**config.mk**
```make
export PLATFORM = sky130hd
export DESIGN_NAME = conv_window_mac
export DESIGN_NICKNAME = d
export VERILOG_FILES = /design/src/rtl/conv_pkg.sv /design/src/rtl/mac_adder_tree.sv /design/src/rtl/conv_window_mac.sv
export SDC_FILE = /design/constraint.sdc
export NUM_CORES = 2
export LEC_CHECK = 0
export CORE_ASPECT_RATIO = 0.75
export CORE_MARGIN = 5
export CORE_UTILIZATION = 64
export CTS_CLUSTER_DIAMETER = 200
export DETAILED_ROUTE_END_ITERATION = 12
export PLACE_DENSITY_LB_ADDON = 0.3
export SYNTH_ARGS = -nofsm -noshare
export SYNTH_HDL_FRONTEND = slang
export SYNTH_SLANG_ARGS = --single-unit
```
**constraint.sdc**
```tcl
create_clock -name clock -period 7.23 [get_ports clock]
set_input_delay 1.446 -clock clock [delete_from_list [all_inputs] [get_ports clock]]
set_output_delay 1.446 -clock clock [all_outputs]
set_load 0.01 [all_outputs]
```
**src/rtl/conv_pkg.sv**
```systemverilog
// Shared sizing helpers for the convolution window datapath and its window producer.
package conv_pkg;

  // One extra product bit: unsigned pixels are zero-extended into the signed domain.
  localparam int unsigned PROD_SIGN_BITS = 1;

  function automatic int unsigned prod_width(input int unsigned d, input int unsigned w);
    return d + w + PROD_SIGN_BITS;
  endfunction

  // Sum of k*k products needs clog2(k*k) guard bits on top of the product width.
  function automatic int unsigned acc_width(input int unsigned k, input int unsigned d,
                                            input int unsigned w);
    return prod_width(d, w) + $clog2(k * k);
  endfunction

  function automatic int unsigned idx_width(input int unsigned n);
    return (n > 1) ? $clog2(n) : 1;
  endfunction

  localparam int unsigned DEF_ROW_SIZE = 28;
  localparam int unsigned ROW_IDX_W    = idx_width(DEF_ROW_SIZE);
  localparam int unsigned COL_IDX_W    = idx_width(DEF_ROW_SIZE);

endpackage

```
**src/rtl/mac_adder_tree.sv**
```systemverilog
// Registered signed summation of N product terms, with optional negative clamp before the register.
module mac_adder_tree
  import conv_pkg::*;
#(
  parameter int unsigned N         = 9,
  parameter int unsigned IN_W      = 17,
  parameter int unsigned OUT_W     = 21,
  parameter bit          CLAMP_NEG = 1'b0
) (
  input  logic                    clock,
  input  logic                    resetn,
  input  logic signed [IN_W-1:0]  terms [N],
  input  logic                    in_valid,
  output logic signed [OUT_W-1:0] sum,
  output logic                    out_valid
);

  logic signed [OUT_W-1:0] sum_d, sum_q;
  logic                    valid_q;

  always_comb begin
    sum_d = '0;
    for (int i = 0; i < N; i++) begin
      sum_d = sum_d + {{(OUT_W - IN_W){terms[i][IN_W-1]}}, terms[i]};
    end
    if (CLAMP_NEG && sum_d[OUT_W-1]) begin
      sum_d = '0;
    end
  end

  always_ff @(posedge clock or negedge resetn) begin
    if (!resetn) begin
      sum_q   <= '0;
      valid_q <= 1'b0;
    end else begin
      valid_q <= in_valid;
      if (in_valid) begin
        sum_q <= sum_d;
      end
    end
  end

  assign sum       = sum_q;
  assign out_valid = valid_q;

endmodule

```
**src/rtl/conv_window_mac.sv**
```systemverilog
// KxK convolution MAC over a streamed pixel window: serial weight load, product stage, adder tree.
// Define CONV_RELU_EN to clamp negative sums to zero in the summation stage.
module conv_window_mac
  import conv_pkg::*;
#(
  parameter int unsigned KERNEL_SIZE = 3,
  parameter int unsigned DATA_SIZE   = 8,
  parameter int unsigned ROW_SIZE    = 28,
  parameter int unsigned WEIGHT_SIZE = 8
) (
  input  logic                                                clock,
  input  logic                                                resetn,
  input  logic [KERNEL_SIZE*KERNEL_SIZE*DATA_SIZE-1:0]        window_in,
  input  logic                                                window_valid,
  input  logic signed [WEIGHT_SIZE-1:0]                       weight_in,
  input  logic                                                weight_valid,
  output logic                                                weights_ready,
  output logic signed [acc_width(KERNEL_SIZE, DATA_SIZE, WEIGHT_SIZE)-1:0] pixel_out,
  output logic                                                pixel_valid
);

  localparam int unsigned N      = KERNEL_SIZE * KERNEL_SIZE;
  localparam int unsigned ACC    = acc_width(KERNEL_SIZE, DATA_SIZE, WEIGHT_SIZE);
  localparam int unsigned PROD_W = prod_width(DATA_SIZE, WEIGHT_SIZE);
  localparam int unsigned PTR_W  = idx_width(N);
  localparam int unsigned COL_W  = idx_width(ROW_SIZE);

`ifdef CONV_RELU_EN
  localparam bit RELU_EN = 1'b1;
`else
  localparam bit RELU_EN = 1'b0;
`endif

  logic signed [WEIGHT_SIZE-1:0] weight_mem_q [N];
  logic [PTR_W-1:0]              wptr_q;
  logic                          ready_q;
  logic                          load;
  logic                          accept;

  // Window traffic has priority over the weight port.
  assign load   = weight_valid && !window_valid;
  assign accept = window_valid && ready_q;

  always_ff @(posedge clock or negedge resetn) begin
    if (!resetn) begin
      wptr_q  <= '0;
      ready_q <= 1'b0;
    end else if (load) begin
      if (wptr_q == PTR_W'(N - 1)) begin
        wptr_q  <= '0;
        ready_q <= 1'b1;
      end else begin
        wptr_q  <= wptr_q + PTR_W'(1);
        ready_q <= 1'b0;
      end
    end
  end

  always_ff @(posedge clock) begin
    if (load) begin
      weight_mem_q[wptr_q] <= weight_in;
    end
  end

  logic             win_valid_prev_q;
  logic [COL_W-1:0] col_q, col_cur;

  // Column of the window being presented now; a fresh burst starts at the first full column.
  always_comb begin
    if (!win_valid_prev_q) begin
      col_cur = COL_W'(KERNEL_SIZE - 1);
    end else if (col_q == COL_W'(ROW_SIZE - 1)) begin
      col_cur = '0;
    end else begin
      col_cur = col_q + COL_W'(1);
    end
  end

  always_ff @(posedge clock or negedge resetn) begin
    if (!resetn) begin
      win_valid_prev_q <= 1'b0;
      col_q            <= '0;
    end else begin
      win_valid_prev_q <= window_valid;
      if (accept) begin
        col_q <= col_cur;
      end
    end
  end

  logic signed [PROD_W-1:0] prod_q [N];
  logic                     prod_valid_q;

  always_ff @(posedge clock or negedge resetn) begin
    if (!resetn) begin
      prod_valid_q <= 1'b0;
    end else begin
      prod_valid_q <= accept && (col_cur >= COL_W'(KERNEL_SIZE - 1));
    end
  end

  always_ff @(posedge clock) begin
    if (accept) begin
      for (int i = 0; i < N; i++) begin
        prod_q[i] <= PROD_W'($signed({1'b0, window_in[i*DATA_SIZE +: DATA_SIZE]}))
                   * PROD_W'(weight_mem_q[i]);
      end
    end
  end

  mac_adder_tree #(
    .N        (N),
    .IN_W     (PROD_W),
    .OUT_W    (ACC),
    .CLAMP_NEG(RELU_EN)
  ) u_adder_tree (
    .clock    (clock),
    .resetn   (resetn),
    .terms    (prod_q),
    .in_valid (prod_valid_q),
    .sum      (pixel_out),
    .out_valid(pixel_valid)
  );

  assign weights_ready = ready_q;

endmodule

```
==> results.yml <==
timing:
  slew_viol_final: 0
  slew_headroom_pct: 24.6
  grt_setup_unrepaired: "false"
  fmax_mhz: 158
  setup_violations: 0
  worst_slack_ns: 0.906
  fin_crit_ns: 6.32
  worst_slew_pin_slew_ns: 1.13
  hold_viol: 0
  fin_crit_sh_pct: 87.5
  fin_skew_ns: 0.0229
  finalSetupTns_ns: 0
  fin_hold_ws_ns: 0.535
worst_setup_path:
  crit_path_end_kind: "flip-flop"
  critPathKind: "flip-flop to flip-flop"
  critical_path_required_ns: 7.68
  cp_data_arrival_time_ns: 6.77
  r2r_cells: 20
  cp-start-kind: "flip-flop"
  critPathMaxFanout: 7
yosys:
  synthCells: 3076
  post-synth-top-area-cell: "fa_1"
  synth.most_common_cell: "inv_1"
  synth-edff-count: 225
  synth_warnings: 0
  ys_ff_latch: 259
  avgSynthCellArea_um2: 10.3
  netlist_area_mm2: 0.0318
  synthTopCellsByArea: "fa_1 28%, edfxtp_1 21%, ha_1 17%"
  synthTopCellsByCount: "637 x inv_1, 440 x fa_1, 430 x ha_1, 304 x and2_1, 277 x nand2_1"
  seq_area_frac_synth_pct: 23.9
  ys.flop_type: "edfxtp_1"
  postSynthNetCount: 4030
  async_flop_share_pct: 13.1
  synth_top_cell_area_share_pct: 27.7
  synth_cell_types: 55
clock_network:
  numClockSinks: 259
  cts_setup_buffers: 0
  clk_latency_ns: 0.57
  cts-root-buf: "clkbuf_16"
  cts_buffer_depth: 3
  cts_resized: 0
  cts_made_buffers: 27
  cts_tree: "done"
  hold_buffers: 0
  clk_pin_slew_ns: 0.06
  cts_max_level: 1
global_route:
  grt_pass1_wl_um: 123000
  grt_pass1_vias: 23442
  overflow: 0
  antenna_found_initial: 8
  grt_max_degree: 106
  grt_usage_pct: 28.5
floorplanning:
  fp.dieH_um: 203
  die-area_mm2: 0.0543
  io_pins: 107
  die_w_um: 267
  start_util_pct: 64.9
  fp.coreArea_mm2: 0.0490
  rows: 70
drt:
  ant_nets: 0
  wl_per_cell_um: 19.3
  drt-total-wl_um: 74700
  drc: 0
  vias_per_cell: 5.68
  firstDrtPassIters: 7
  vias: 22028
  drt_iter0_markers: 1819
placed_design:
  dp_slack_ns: 0.550
  hpwl_um: 60900
  post-place-cells: 3826
  port_buffers: 106
  gp_congestion: 0.978
power:
  p_leak_nw: 16.4
  vdd_drop_max_uv: 843
  p_per_area_mw_per_mm2: 417
layout:
  instances_no_fill: 3878
  final_nets: 4161
  synthToLayoutAreaGrowth_pct: 8.73
  fill_cells: 3472
  drive_gt1_share_pct: 2.39
run_status:
  run_status: "complete, no violations"
hold_path:
  hold_path_depth: 1
  hp-class: "flip-flop to flip-flop"
flow_run:
  maxCapViolations: 0
[path summary, 6_finish.rpt]
kind                                      from                      to  slack (ns)
setup / recovery                   prod_q[119]    u_adder_tree.sum[19]        0.91
hold / removal             u_adder_tree.sum[1]     u_adder_tree.sum[1]        0.53
setup reg to reg                   prod_q[119]    u_adder_tree.sum[19]        0.91
hold reg to reg            u_adder_tree.sum[1]     u_adder_tree.sum[1]        0.53
max in group asynchronous               resetn    u_adder_tree.sum[20]        5.75
min in group asynchronous               resetn  u_adder_tree.out_valid        0.98
[final cells by class]
| type | instances | area (µm²) | share of cell area (%) |
|---|---|---|---|
| Antenna cell | 2 | 5.00 | 0.0145 |
| Clock buffer | 32 | 724 | 2.10 |
| Clock inverter | 18 | 183 | 0.528 |
| Inverter | 637 | 2400 | 6.93 |
| Multi-Input combinational cell | 2174 | 21800 | 63.0 |
| Sequential cell | 259 | 7610 | 22.0 |
| Tap cell | 648 | 811 | 2.35 |
| Timing Repair Buffer | 108 | 1070 | 3.10 |
[worst max-delay path, stage by stage, from the launching register on]
cell and delay [ns]:
edfxtp_1 0.39, ha_1 0.26, fa_1 0.43, a211oi_1 0.35, o21ai_0 0.16, o2111a_1 0.17, nor2_1 0.19, xnor2_1 0.34
fa_1 0.55, inv_1 0.10, fa_1 0.41, fa_1 0.50, inv_1 0.04, ha_1 0.41, a2111oi_2 0.33, o21ai_1 0.17
a221oi_2 0.47, a21oi_2 0.17, a311o_1 0.35, xor2_1 0.15, mux2_4 0.25
[metrics by stage]
step	cell area (µm²)	power, mW	util, %
after global placement	33700	12.2	68.7
final	34600	14.4	70.6
after global routing	34600	15.7	70.6
after detailed placement	33700	12.7	68.7
after floorplan	31800	10.0	-
after CTS	34600	14.2	70.6
[where the power goes]
part           switching [mW]  internal (mW)  leakage [nW]
combinational            6.18           4.46          13.5
clock                   0.629          0.827         0.448
sequential              0.219           2.09          2.46
total                    7.03           7.38          16.4
[cell usage in the layout (no fill, tap or decap), types with 58 or more instances in the layout]
master and n:
nand2_1 277, a21oi_1 106, nand2b_1 65, o21ai_0 58
and2_1 304, inv_1 636, nor2_1 101, xnor2_1 105
edfxtp_1 225, clkdlybuf4s50_1 105, ha_1 430, fa_1 440
[layer usage]
| layer | wire length [µm] | vias up | track usage [%] |
|---|---|---|---|
| met5 | 31 | - | 0 |
| met4 | 2340 | 6 | 7.39 |
| met3 | 6660 | 155 | 6.23 |
| met2 | 35100 | 819 | 46.1 |
| met1 | 30600 | 10941 | 39.6 |
| li1 | - | 10107 | - |
[registers in the layout, summed over array words and instances, names as in the netlist]
name	flops
wptr_q	4
win_valid_prev_q	1
prod_valid_q	1
u_adder_tree.sum	21
weight_mem_q	72
weights_ready	1
col_q	5
u_adder_tree.out_valid	1
prod_q	153
[logic make-up after synthesis]
family,count (synthesis),synth area share (%)
mux,17,0.610
xor+xnor,121,3.33
compound gates,298,5.97
buf+inv,643,7.59
fa+ha+maj,870,44.6
simple gates,868,13.9
flops,259,23.9
Note: power is estimated with default switching activity, not from simulation.
